`config.mk`:
```
export PLATFORM = sky130hd
export DESIGN_NAME = hazard_ctrl
export DESIGN_NICKNAME = d
export VERILOG_FILES = /design/src/rtl/hazard_pkg.sv /design/src/rtl/hazard_fwd_sel.sv /design/src/rtl/hazard_ctrl.sv
export SDC_FILE = /design/constraint.sdc
export NUM_CORES = 1
export LEC_CHECK = 0
export CAP_MARGIN = 10
export CORE_ASPECT_RATIO = 1.25
export CORE_UTILIZATION = 55
export CTS_CLUSTER_DIAMETER = 30
export DETAILED_ROUTE_END_ITERATION = 7
export PLACE_DENSITY = 0.85
export SETUP_SLACK_MARGIN = 0.3
export SYNTH_ARGS = -nofsm -noshare
export SYNTH_HDL_FRONTEND = slang
export SYNTH_SLANG_ARGS = --single-unit
```
`constraint.sdc`:
```
create_clock -name clk -period 10.6 [get_ports clk]
set_input_delay 3.18 -clock clk [delete_from_list [all_inputs] [get_ports clk]]
set_output_delay 3.18 -clock clk [all_outputs]
set_load 0.1 [all_outputs]
```
`src/rtl/hazard_pkg.sv`:
```
// Shared types for the pipeline hazard controller: forwarding selects,
// shadow pipeline stage record and the flush sequencer states.
package hazard_pkg;

  typedef enum logic [1:0] {
    FWD_REG = 2'd0,
    FWD_WB  = 2'd1,
    FWD_MEM = 2'd2,
    FWD_EXE = 2'd3
  } fwd_sel_e;

  typedef struct packed {
    logic       valid;
    logic [4:0] rd;
    logic       regwrite;
    logic       memread;
  } stage_t;

  typedef enum logic {
    RUN   = 1'b0,
    FLUSH = 1'b1
  } fsm_e;

  localparam stage_t STAGE_EMPTY = '0;

  // x0 is hard-wired, so a zero source register can never match a producer.
  function automatic logic stage_hit(input stage_t s, input logic [4:0] rs);
    return s.valid && s.regwrite && (s.rd == rs) && (rs != 5'd0);
  endfunction

endpackage

```
`src/rtl/hazard_fwd_sel.sv`:
```
// Per-operand forwarding priority select; flags a load producer still in
// EX or MEM, whose data is not yet available for forwarding.
module hazard_fwd_sel
  import hazard_pkg::*;
(
  input  logic [4:0] rs,
  input  stage_t     ex,
  input  stage_t     mem,
  input  stage_t     wb,
  output fwd_sel_e   sel,
  output logic       load_hit
);

  // The youngest matching producer wins; a load there blocks older stages.
  always_comb begin
    sel      = FWD_REG;
    load_hit = 1'b0;
    if (stage_hit(ex, rs)) begin
      if (ex.memread) load_hit = 1'b1;
      else            sel      = FWD_EXE;
    end else if (stage_hit(mem, rs)) begin
      if (mem.memread) load_hit = 1'b1;
      else             sel      = FWD_MEM;
    end else if (stage_hit(wb, rs)) begin
      sel = FWD_WB;
    end
  end

endmodule

```
`src/rtl/hazard_ctrl.sv`:
```
// Pipeline hazard controller: shadow EX/MEM/WB scoreboard, forwarding,
// load-use stalls, taken-branch flush sequencing and stall/flush counters.
module hazard_ctrl
  import hazard_pkg::*;
#(
  parameter int FLUSH_CYCLES = 2,
  parameter int CNT_W        = 32
) (
  input  logic             clk,
  input  logic             rst,
  input  logic [4:0]       Reg1,
  input  logic [4:0]       Reg2,
  input  logic [4:0]       WriteRegOut,
  input  logic             RegWriteOut,
  input  logic             MemRead,
  input  logic             IdValid,
  input  logic             BranchTaken,
  input  logic             MemBusy,
  output logic [1:0]       ForwardA,
  output logic [1:0]       ForwardB,
  output logic             MuxControlEn,
  output logic             PCWrite,
  output logic             IfIdWrite,
  output logic             Flush,
  output logic [CNT_W-1:0] StallCount,
  output logic [CNT_W-1:0] FlushCount
);

  localparam logic [1:0] FLUSH_LOAD = 2'(FLUSH_CYCLES - 1);

  stage_t     ex_q, mem_q, wb_q;
  fsm_e       state, state_next;
  logic [1:0] flush_cnt, flush_cnt_next;
  fwd_sel_e   sel_a, sel_b;
  logic       hit_a, hit_b;
  logic       load_haz, branch_now, flushing;

  hazard_fwd_sel u_fwd_a (
    .rs       (Reg1),
    .ex       (ex_q),
    .mem      (mem_q),
    .wb       (wb_q),
    .sel      (sel_a),
    .load_hit (hit_a)
  );

  hazard_fwd_sel u_fwd_b (
    .rs       (Reg2),
    .ex       (ex_q),
    .mem      (mem_q),
    .wb       (wb_q),
    .sel      (sel_b),
    .load_hit (hit_b)
  );

  assign ForwardA   = sel_a;
  assign ForwardB   = sel_b;
  assign load_haz   = IdValid & (hit_a | hit_b);
  assign branch_now = (state == RUN) & BranchTaken & ~MemBusy;
  assign flushing   = (state == FLUSH) | branch_now;

  always_ff @(posedge clk) begin
    if (rst) begin
      state     <= RUN;
      flush_cnt <= 2'd0;
    end else begin
      state     <= state_next;
      flush_cnt <= flush_cnt_next;
    end
  end

  // A one-cycle flush is covered entirely by the entry cycle in RUN.
  always_comb begin
    state_next     = state;
    flush_cnt_next = flush_cnt;
    if (!MemBusy) begin
      case (state)
        RUN: begin
          if (BranchTaken && (FLUSH_CYCLES > 1)) begin
            state_next     = FLUSH;
            flush_cnt_next = FLUSH_LOAD;
          end
        end
        FLUSH: begin
          flush_cnt_next = flush_cnt - 2'd1;
          if (flush_cnt == 2'd1) state_next = RUN;
        end
        default: state_next = RUN;
      endcase
    end
  end

  always_comb begin
    PCWrite      = 1'b1;
    IfIdWrite    = 1'b1;
    MuxControlEn = 1'b1;
    Flush        = flushing;
    if (MemBusy) begin
      PCWrite   = 1'b0;
      IfIdWrite = 1'b0;
    end else if (flushing) begin
      MuxControlEn = 1'b0;
    end else if (load_haz) begin
      PCWrite      = 1'b0;
      IfIdWrite    = 1'b0;
      MuxControlEn = 1'b0;
    end
  end

  // Shadow scoreboard and counters; a busy memory freezes the shadow stages.
  always_ff @(posedge clk) begin
    if (rst) begin
      ex_q       <= STAGE_EMPTY;
      mem_q      <= STAGE_EMPTY;
      wb_q       <= STAGE_EMPTY;
      StallCount <= '0;
      FlushCount <= '0;
    end else begin
      if (!MemBusy) begin
        wb_q  <= mem_q;
        mem_q <= ex_q;
        ex_q  <= {IdValid & MuxControlEn, WriteRegOut, RegWriteOut, MemRead};
      end
      if (MemBusy || (load_haz && !flushing)) StallCount <= StallCount + 1'b1;
      if (branch_now) FlushCount <= FlushCount + 1'b1;
    end
  end

endmodule
```
==> impl_metrics.toml <==
[floorplan]
die_h_um = 103
start_util_pct = 57.0
die_w_um = 82.4
rows = 36
dieArea_sq_mm = 0.00845
design.core.area_sq_mm = 0.00779
ios = 94

[hold_path]
hold_class = "register to register"
hp-start = "flush_cnt[1]"
hold_depth = 2
min_to = "flush_cnt[1]"

[setup_path]
r2r-end = "StallCount[1]"
arrival_ns = 6.07
cp_slowest_cell = "clkdlybuf4s50_1"
critical_path_required_ns = 7.42
crit_fanout = 4
crit_family = "buffers and inverters"
worstReg2RegStart = "ex_q[6]"
crit_buf_inv = 2
path_cells = "clkdlybuf4s50_1, xor2_1, nor4_2, and3_1, o21ai_2, a22o_1, nand2_1, a21o_1, clkdlybuf4s50_1"
cp_common_cell = "clkdlybuf4s50_1"
r2r_slack_ns = 7.98
rr_worst_depth = 8
crit_path_end_kind = "primary output"
crit_type = "primary input to primary output"
start_kind = "primary input"
slowest_delay_ns = 1.12

[grt]
grt_usage_pct = 25.2
grt.overflow.total = 0
first_global_vias = 3637
grt_max_degree = 92
antenna_found_initial = 0
grt_pass1_wl_um = 16300

[logic_synthesis]
synthDistinctLibCells = 47
synthCells = 510
ys_seq_elements = 90
yosysTopAreaCell = "dfxtp_1"
postSynthAreaPerCell_sq_um = 8.72
synth_area_sq_mm = 0.00445
ys.warnings.count = 0
synth_nets = 535
yosysSeqAreaShare_pct = 40.5
synth.top_cell.area_share_pct = 40.5
synthTopCellsByArea = "dfxtp_1, xor2_1, mux2i_1"

[sta]
min_period_over_period_pct = 87.2
fin_tns_setup_ns = 0
finalClockSkew_ns = 0.00871
hold_violations = 0
finalSetupViolCount = 0
slew_viol_final = 0
tightest_slew_ns = 0.987
max_freq_mhz = 108
fin_crit_ns = 9.25
rsz0062_at_grt = "no"
slew_headroom_pct = 34.0

[clock_network]
cts_max_path_buffers = 2
cts_sinks = 90
post_cts_buffers = 0
clk_latency_ns = 0.37
cts-root-buf = "clkbuf_8"
htreeDepth = 3
cts_tree = "done"
ctsHoldBuffers = 0
numCtsBuffers = 9
post_cts_resized = 0
path_clk_slew_ns = 0.09

[pwr]
powerDensity_mw_per_mm2 = 115
ir_drop_mv = 0.0839
p_leak_nw = 1.96

[detailed_routing]
drtIter0Drc = 174
wl_per_cell_um = 14.4
first_pass_iters = 5
routed-via-count = 3970
drc = 0
ant_nets = 0
vias_per_cell = 5.74
wirelength_um = 10000

[cells_and_area]
antenna-diode-count = 0
drive_above_1_share_pct = 5.86
layout_common_cells = "dfxtp_1, clkdlybuf4s50_1, nor2_1"
syn_to_final_growth_pct = 25.0
fillers = 625
nets = 617
fin_cells = 692

[place]
post-dp-hpwl_um = 7170
port_buffers = 93
placedCellCount = 676
place_congestion = 0.864

[flow_run]
cap_violations = 0

[run_status]
status = "finished clean"
==> worst reg2reg max path, delay by kind of cell, from the launching register on <==
kind | cells | cell delay [ns]
compound gates | 2 | 0.57
xor+xnor | 1 | 0.19
buf+inv | 1 | 0.51
simple gates | 3 | 0.60
mux | 1 | 0.25
flops | 1 | 0.37
==> state kept, by name (all words and copies together), names as in the netlist <==
| name | flops |
|---|---|
| FlushCount | 32 |
| StallCount | 32 |
| ex_q | 8 |
| mem_q | 8 |
| wb_q | 7 |
| flush_cnt | 2 |
| state | 1 |
==> layer usage <==
| layer | share of wire (%) | GRT usage, % |
|---|---|---|
| met5 | 0 | 0 |
| met3 | 4.0 | 5.58 |
| met2 | 52 | 43.7 |
| met4 | 1.9 | 11.2 |
| met1 | 42 | 29.3 |
==> stage by stage <==
step | util [%] | hold WS (ns) | area (sq um) | total power [W] | setup slack [ns]
floorplan | - | 0.444 | 4450 | 0.000405 | 1.48
global placement | 68.9 | 0.456 | 5370 | 0.000424 | 1.38
detailed placement | 68.9 | 0.468 | 5370 | 0.000425 | 1.34
CTS | 71.3 | 0.481 | 5560 | 0.000647 | 1.33
global route | 71.3 | 0.502 | 5560 | 0.000666 | 1.21
finish | 71.3 | 0.483 | 5560 | 0.000641 | 1.35
==> logic make-up after synthesis <==
logic type                 after synthesis  synth area share (%)
AOI/OAI and AO/OA                       85                  11.4
xor gates and xnor gates                56                  11.0
adders and majority gates                3                 0.844
buffers and inverters                   30                  3.49
DFF                                     90                  40.5
muxes                                   25                  5.63
and+or+nand+nor                        221                  27.1
==> synth_stat cells, drive strengths merged <==
cell type  instances
nor2              63
or4b               2
nor2b              1
xnor2             18
ha                 3
buf               10
dfxtp             90
and2               3
a21o               2
a211oi             1
o2111ai            1
nand3             24
nor3b              1
or4               16
nand2             36
a22o               1
nor3               5
or2                5
and4               2
or3               20
nor4               6
a21oi             38
and3              15
o21ai             24
clkbuf            15
or3b               1
nand3b             1
inv                5
o22ai              1
o31ai             16
a221oi             1
xor2              38
mux2i             25
nand4             20
==> worst max-delay path by stage <==
| stage | cells after the start | end | start | slack, ns |
|---|---|---|---|---|
| finish | 9 | MuxControlEn | Reg1[2] | 1.35 |
| global route | 9 | MuxControlEn | Reg1[2] | 1.21 |
| CTS | 9 | MuxControlEn | Reg1[2] | 1.33 |
| detailed placement | 9 | MuxControlEn | Reg1[2] | 1.34 |
| global placement | 9 | MuxControlEn | Reg1[2] | 1.38 |
| floorplan | 4 | ForwardB[0] | Reg2[0] | 1.48 |
==> power by group <==
group          internal [W]  switching, W
clock network     0.0000888      0.000135
registers          0.000343    0.00000694
logic             0.0000243     0.0000426
==> cell type report <==
cell class | instances | area [sq um] | area share [%]
Tap cell | 95 | 119 | 2.14
Timing Repair Buffer | 96 | 943 | 17.0
Multi-Input combinational cell | 390 | 2490 | 44.8
Inverter | 5 | 18.8 | 0.338
Clock inverter | 7 | 61.3 | 1.10
Sequential cell | 90 | 1800 | 32.4
Clock buffer | 9 | 124 | 2.23
No activity file was read; power rests on OpenSTA's default activity.
